===== config.mk =====
export PLATFORM = sky130hd
export DESIGN_NAME = regs_dump_ctrl_flat
export DESIGN_NICKNAME = d
export VERILOG_FILES = /design/src/rtl/regs_dump_ctrl_if.sv /design/src/rtl/regs_dump_ctrl.sv /design/src/flat_wrapper.sv
export SDC_FILE = /design/constraint.sdc
export NUM_CORES = 1
export LEC_CHECK = 0
export BUFFER_PORTS_ARGS = -buffer_cell sky130_fd_sc_hd__buf_2
export CORE_MARGIN = 3
export CORE_UTILIZATION = 40
export DETAILED_ROUTE_END_ITERATION = 10
export GPL_TIMING_DRIVEN = 1
export HOLD_SLACK_MARGIN = 0.08
export PLACE_DENSITY = 0.76
export SYNTH_ARGS = -nofsm -noshare
export SYNTH_HDL_FRONTEND = slang
export SYNTH_SLANG_ARGS = --single-unit

===== constraint.sdc =====
create_clock -name i_CLK -period 2.9 [get_ports i_CLK]
set_input_delay 0.58 -clock i_CLK [delete_from_list [all_inputs] [get_ports i_CLK]]
set_output_delay 0.58 -clock i_CLK [all_outputs]
set_load 0.02 [all_outputs]

===== src/rtl/regs_dump_ctrl_if.sv =====
// rtl/regs_dump_ctrl_if.sv - register-file port and byte-stream bundle for regs_dump_ctrl
// master = controller side, slave = register file plus stream endpoints.
interface regs_dump_ctrl_if #(
  parameter int DATA_WIDTH = 8,
  parameter int ADDR_WIDTH = 5
);
  logic [ADDR_WIDTH-1:0] reg0;
  logic [DATA_WIDTH-1:0] data0;
  logic [ADDR_WIDTH-1:0] reg2;
  logic [DATA_WIDTH-1:0] data2;
  logic                  tx_valid;
  logic [DATA_WIDTH-1:0] tx_data;
  logic                  tx_ready;
  logic                  ld_valid;
  logic [DATA_WIDTH-1:0] ld_data;
  logic                  ld_ready;

  modport master (
    output reg0, reg2, data2, tx_valid, tx_data, ld_ready,
    input  data0, tx_ready, ld_valid, ld_data
  );

  modport slave (
    input  reg0, reg2, data2, tx_valid, tx_data, ld_ready,
    output data0, tx_ready, ld_valid, ld_data
  );
endinterface


===== src/rtl/regs_dump_ctrl.sv =====
// rtl/regs_dump_ctrl.sv - register-file dump/load engine; REGS_DUMP_CHECKSUM_EN adds a trailing sum byte
// Dump streams registers 0..REG_COUNT-1; load writes registers 1..REG_COUNT-1 from a stream.
module regs_dump_ctrl #(
  parameter int DATA_WIDTH = 8,
  parameter int ADDR_WIDTH = 5,
  parameter int REG_COUNT  = 32
) (
  input  logic             i_CLK,
  input  logic             i_RSTn,
  input  logic             i_dump_start,
  input  logic             i_load_start,
  regs_dump_ctrl_if.master bus,
  output logic             o_busy,
  output logic             o_done
);

  localparam logic [ADDR_WIDTH-1:0] LAST = ADDR_WIDTH'(REG_COUNT - 1);

  typedef enum logic [2:0] {
    IDLE,
    DUMP_RD,
    DUMP_TX,
`ifdef REGS_DUMP_CHECKSUM_EN
    DUMP_SUM,
`endif
    LOAD,
    DONE
  } state_t;

  state_t                state_q, state_d;
  logic [ADDR_WIDTH-1:0] cnt_q, cnt_d;
  logic [DATA_WIDTH-1:0] tx_data_q, tx_data_d;
  logic [ADDR_WIDTH-1:0] reg2_q, reg2_d;
  logic [DATA_WIDTH-1:0] data2_q, data2_d;
`ifdef REGS_DUMP_CHECKSUM_EN
  logic [DATA_WIDTH-1:0] sum_q, sum_d;
`endif

  always_ff @(posedge i_CLK or negedge i_RSTn) begin
    if (!i_RSTn) begin
      state_q   <= IDLE;
      cnt_q     <= '0;
      tx_data_q <= '0;
      reg2_q    <= '0;
      data2_q   <= '0;
`ifdef REGS_DUMP_CHECKSUM_EN
      sum_q     <= '0;
`endif
    end else begin
      state_q   <= state_d;
      cnt_q     <= cnt_d;
      tx_data_q <= tx_data_d;
      reg2_q    <= reg2_d;
      data2_q   <= data2_d;
`ifdef REGS_DUMP_CHECKSUM_EN
      sum_q     <= sum_d;
`endif
    end
  end

  // The terminal compare always wins over the increment, so cnt never wraps.
  always_comb begin
    state_d   = state_q;
    cnt_d     = cnt_q;
    tx_data_d = tx_data_q;
    reg2_d    = '0;
    data2_d   = '0;
`ifdef REGS_DUMP_CHECKSUM_EN
    sum_d     = sum_q;
`endif
    case (state_q)
      IDLE: begin
        if (i_dump_start) begin
          state_d = DUMP_RD;
          cnt_d   = '0;
`ifdef REGS_DUMP_CHECKSUM_EN
          sum_d   = '0;
`endif
        end else if (i_load_start) begin
          state_d = LOAD;
          cnt_d   = ADDR_WIDTH'(1);
        end
      end
      DUMP_RD: begin
        tx_data_d = bus.data0;
        state_d   = DUMP_TX;
      end
      DUMP_TX: begin
        if (bus.tx_ready) begin
`ifdef REGS_DUMP_CHECKSUM_EN
          sum_d = sum_q + tx_data_q;
`endif
          if (cnt_q == LAST) begin
`ifdef REGS_DUMP_CHECKSUM_EN
            tx_data_d = sum_q + tx_data_q;
            state_d   = DUMP_SUM;
`else
            state_d   = DONE;
`endif
          end else begin
            cnt_d   = cnt_q + 1'b1;
            state_d = DUMP_RD;
          end
        end
      end
`ifdef REGS_DUMP_CHECKSUM_EN
      DUMP_SUM: begin
        if (bus.tx_ready) state_d = DONE;
      end
`endif
      LOAD: begin
        if (bus.ld_valid) begin
          reg2_d  = cnt_q;
          data2_d = bus.ld_data;
          if (cnt_q == LAST) state_d = DONE;
          else               cnt_d   = cnt_q + 1'b1;
        end
      end
      DONE:    state_d = IDLE;
      default: state_d = IDLE;
    endcase
  end

  logic in_dump;
`ifdef REGS_DUMP_CHECKSUM_EN
  assign in_dump      = (state_q == DUMP_RD) || (state_q == DUMP_TX) || (state_q == DUMP_SUM);
  assign bus.tx_valid = (state_q == DUMP_TX) || (state_q == DUMP_SUM);
`else
  assign in_dump      = (state_q == DUMP_RD) || (state_q == DUMP_TX);
  assign bus.tx_valid = (state_q == DUMP_TX);
`endif

  assign bus.reg0     = in_dump ? cnt_q : '0;
  assign bus.tx_data  = tx_data_q;
  assign bus.reg2     = reg2_q;
  assign bus.data2    = data2_q;
  assign bus.ld_ready = (state_q == LOAD);
  assign o_busy       = (state_q != IDLE);
  assign o_done       = (state_q == DONE);

endmodule


===== src/flat_wrapper.sv =====
// flat-port wrapper written by rule: the top's interface ports become plain ports
module regs_dump_ctrl_flat 
#(
  parameter int DATA_WIDTH = 8,
  parameter int ADDR_WIDTH = 5,
  parameter int REG_COUNT  = 32
)
  (i_CLK, i_RSTn, i_dump_start, i_load_start, o_busy, o_done, bus_reg0, bus_reg2, bus_data2, bus_tx_valid, bus_tx_data, bus_ld_ready, bus_data0, bus_tx_ready, bus_ld_valid, bus_ld_data);
  regs_dump_ctrl_if #(.DATA_WIDTH(DATA_WIDTH), .ADDR_WIDTH(ADDR_WIDTH)) bus_i ();
  input  logic i_CLK;
  input  logic i_RSTn;
  input  logic i_dump_start;
  input  logic i_load_start;
  output logic o_busy;
  output logic o_done;
  output wire logic [$bits(bus_i.reg0)-1:0] bus_reg0;
  output wire logic [$bits(bus_i.reg2)-1:0] bus_reg2;
  output wire logic [$bits(bus_i.data2)-1:0] bus_data2;
  output wire logic [$bits(bus_i.tx_valid)-1:0] bus_tx_valid;
  output wire logic [$bits(bus_i.tx_data)-1:0] bus_tx_data;
  output wire logic [$bits(bus_i.ld_ready)-1:0] bus_ld_ready;
  input wire logic [$bits(bus_i.data0)-1:0] bus_data0;
  input wire logic [$bits(bus_i.tx_ready)-1:0] bus_tx_ready;
  input wire logic [$bits(bus_i.ld_valid)-1:0] bus_ld_valid;
  input wire logic [$bits(bus_i.ld_data)-1:0] bus_ld_data;
  assign bus_reg0 = bus_i.reg0;
  assign bus_reg2 = bus_i.reg2;
  assign bus_data2 = bus_i.data2;
  assign bus_tx_valid = bus_i.tx_valid;
  assign bus_tx_data = bus_i.tx_data;
  assign bus_ld_ready = bus_i.ld_ready;
  assign bus_i.data0 = bus_data0;
  assign bus_i.tx_ready = bus_tx_ready;
  assign bus_i.ld_valid = bus_ld_valid;
  assign bus_i.ld_data = bus_ld_data;
  regs_dump_ctrl #(.DATA_WIDTH(DATA_WIDTH), .ADDR_WIDTH(ADDR_WIDTH), .REG_COUNT(REG_COUNT)) u_core (.i_CLK(i_CLK), .i_RSTn(i_RSTn), .i_dump_start(i_dump_start), .i_load_start(i_load_start), .bus(bus_i), .o_busy(o_busy), .o_done(o_done));
endmodule

==> flow_summary.yaml <==
sta:
  finClkSkew_ns: 0.00651
  worst_slack_ns: 0.733
  fin_tns_setup_ns: 0
  finalSetupViolCount: 0
  finalHoldViolations: 0
  tightest_slew_ns: 0.620
  maxSlewViolCount: 0
  clock.fmax_mhz: 461
  fin_crit_ns: 2.17
  fin_hold_ws_ns: 0.272
  relSlewSlack_pct: 58.7
  rsz0062_at_grt: "false"
  fin_crit_sh_pct: 74.7
cts:
  root_buffer: "clkbuf_4"
  cts_tree: "yes"
  cts_resized: 0
  cts.sink_count: 29
  clock_path_buffers: 2
  post-cts-setup-buffers: 0
  insertion_delay_ns: 0.31
  clk_pin_slew_ns: 0.09
  cts_buffers: 5
  hold_buffers: 0
  htreeDepth: 2
global_routing:
  grt-ovfl-total: 0
  grt_max_degree: 30
  grt_pass1_wl_um: 4660
  grt_antenna_before_repair: 0
  grt.total_usage_pct: 15.1
  grt_pass1_vias: 968
  grt_use_met2_pct: 22.7
  grt_use_met3_pct: 6.42
  gr-max-usage-layer: "met2"
  met1_usage_pct: 19.5
final_layout:
  register_area_um2: 726
  fin_nets: 187
  final_cell_area_um2: 1650
  multi_input_area_um2: 549
  syn_to_final_growth_pct: 24.2
  final_cells: 208
  n_antenna_cell: 0
  utilization_pct: 53.2
  drive_above_1_share_pct: 43.9
  n_fill_cell: 297
drt:
  drt-initial-drc-count: 30
  drtPass1Iterations: 4
  wire_per_inst_um: 13.2
  drtAntennaViolNets: 0
  wl_um: 2740
  drc: 0
  viasPerCell: 4.84
  dr_total_vias: 1007
critical_path:
  worstPathCellList: "xnor2_1, nor2_1, and2_1, buf_2"
  critPathMaxStageDelay_ns: 0.55
  crit_slowest_cell: "dfrtp_1"
  required_ns: 2.32
  worstPathBufferInverterCount: 1
  endpoint_kind: "output port"
  cp_max_fo: 16
  critical_path_class: "reg2out"
  arrival_ns: 1.59
  crit_family: "flip-flops"
  crit_path_start_kind: "flop"
placed_design:
  dp_cells: 200
  dpl-instance-area_um2: 1600
  hpwlAfterDp_um: 2050
  pre_cts_ws_ns: 1.08
  port_buffers: 51
  gp_congestion: 0.805
logic_synthesis:
  synthCells: 110
  yosysSeqAreaShare_pct: 54.6
  synth-edff-count: 0
  ys_top_cells_by_area: "dfrtp_1 55%, and2_1 8.9%, mux2_2 7.6%"
  synth_fp_nets: 134
  yosys.area.top_type: "dfrtp_1"
  synth_cell_types: 39
  synthDominantCellAreaShare_pct: 54.6
  ys_seq_elements: 29
  yosysWarningCount: 0
  syn-cell-area_um2: 1330
  ys.flop_type: "dfrtp_1"
  synth-async-reset-ratio_pct: 100
  postSynthAreaPerCell_um2: 12.1
floorplanning:
  std_cell_rows: 20
  chipWidth_um: 63.7
  die_y_um: 63.7
  core_area_um2: 3100
  pin_count: 52
  die_area_um2: 4050
  initial_core_util_pct: 42.9
pwr:
  cellLeakagePower_nw: 0.871
  ir_worst_vdd_v: 0.000518
  finalPower_mw: 1.65
  powerDensity_nw_per_um2: 1000
hold_path:
  hold_path.class: "in2async"
run:
  drv_cap: 0
run_status:
  status: "finished clean"
==> per-layer routing <==
metal / vias up / wire length [µm] / share of wire, %
li1: 496 / - / -
met1: 459 / 1230 / 45
met2: 50 / 1230 / 45
met3: 2 / 269 / 9.8
met4: 0 / 14 / 0.51
met5: - / 0 / 0
==> synthesized netlist by cell type, types with 2 or more instances <==
cell type and count:
mux2i_1 2, a2bb2oi_1 2, a22o_1 2, and3_1 3, mux2_2 9, and2_1 19, buf_6 2, nor3_1 4
inv_1 4, o21ai_0 2, ha_1 2, dfrtp_1 29, nor2_1 4
==> cell type report <==
cell class	instances	share of cell area, %
Sequential cell	29	43.9
Inverter	4	0.909
Tap cell	44	3.33
Timing Repair Buffer	51	15.5
Multi-Input combinational cell	72	33.3
Clock buffer	6	2.50
Clock inverter	2	0.606
==> worst register-to-register path, delay by kind of cell (launching register included) <==
kind / cells / cell delay (ns)
adders and majority gates: 2 / 0.48
DFF: 1 / 0.45
and+or+nand+nor: 2 / 0.44
AOI/OAI and AO/OA: 2 / 0.34
==> final timing paths <==
kind | slack (ns) | endpoint | start | depth (start not counted)
hold reg to reg | 0.51 | u_core.bus.tx_data[6] | u_core.bus.tx_data[6] | 1
max in group asynchronous | 2.22 | u_core.bus.reg2[1] | i_RSTn | 1
min in group i_CLK | 0.48 | u_core.bus.data2[1] | bus_ld_data[1] | 2
setup reg to reg | 1.09 | u_core.cnt_q[3] | u_core.cnt_q[0] | 6
hold / removal | 0.27 | u_core.bus.tx_data[2] | i_RSTn | 1
setup / recovery | 0.73 | bus_reg0[4] | u_core.state_q[1] | 4
==> cell families after synthesis <==
family / Yosys count / synth area share (%)
fa+ha+maj: 2 / 1.88
mux: 11 / 9.13
xor+xnor: 1 / 0.659
compound gates: 16 / 9.50
buf+inv: 9 / 4.14
simple gates: 42 / 20.1
flops: 29 / 54.6
==> registers in the layout, indices dropped and copies added, names as in the netlist <==
signal              cells
u_core.cnt_q            5
u_core.state_q          3
u_core.bus.tx_data      8
u_core.bus.data2        8
u_core.bus.reg2         5
==> report_power, final <==
group / leakage [nW] / internal (mW) / switching [mW]
registers: 0.372 / 0.534 / 0.123
logic: 0.467 / 0.346 / 0.427
clock network: 0.0320 / 0.0922 / 0.132
total: 0.871 / 0.973 / 0.681
==> placed cells by master (no fill, tap or decap), types with 2 or more instances in the layout <==
master / n
and2_1: 19
nor2_1: 4
a22o_1: 2
a2bb2oi_1: 2
inv_1: 4
dfrtp_1: 29
clkinv_2: 2
o21ai_0: 2
buf_2: 51
and3_1: 3
ha_1: 2
clkbuf_4: 5
mux2_2: 9
nor3_1: 4
mux2i_1: 2
No activity file was read; power rests on OpenSTA's default activity.
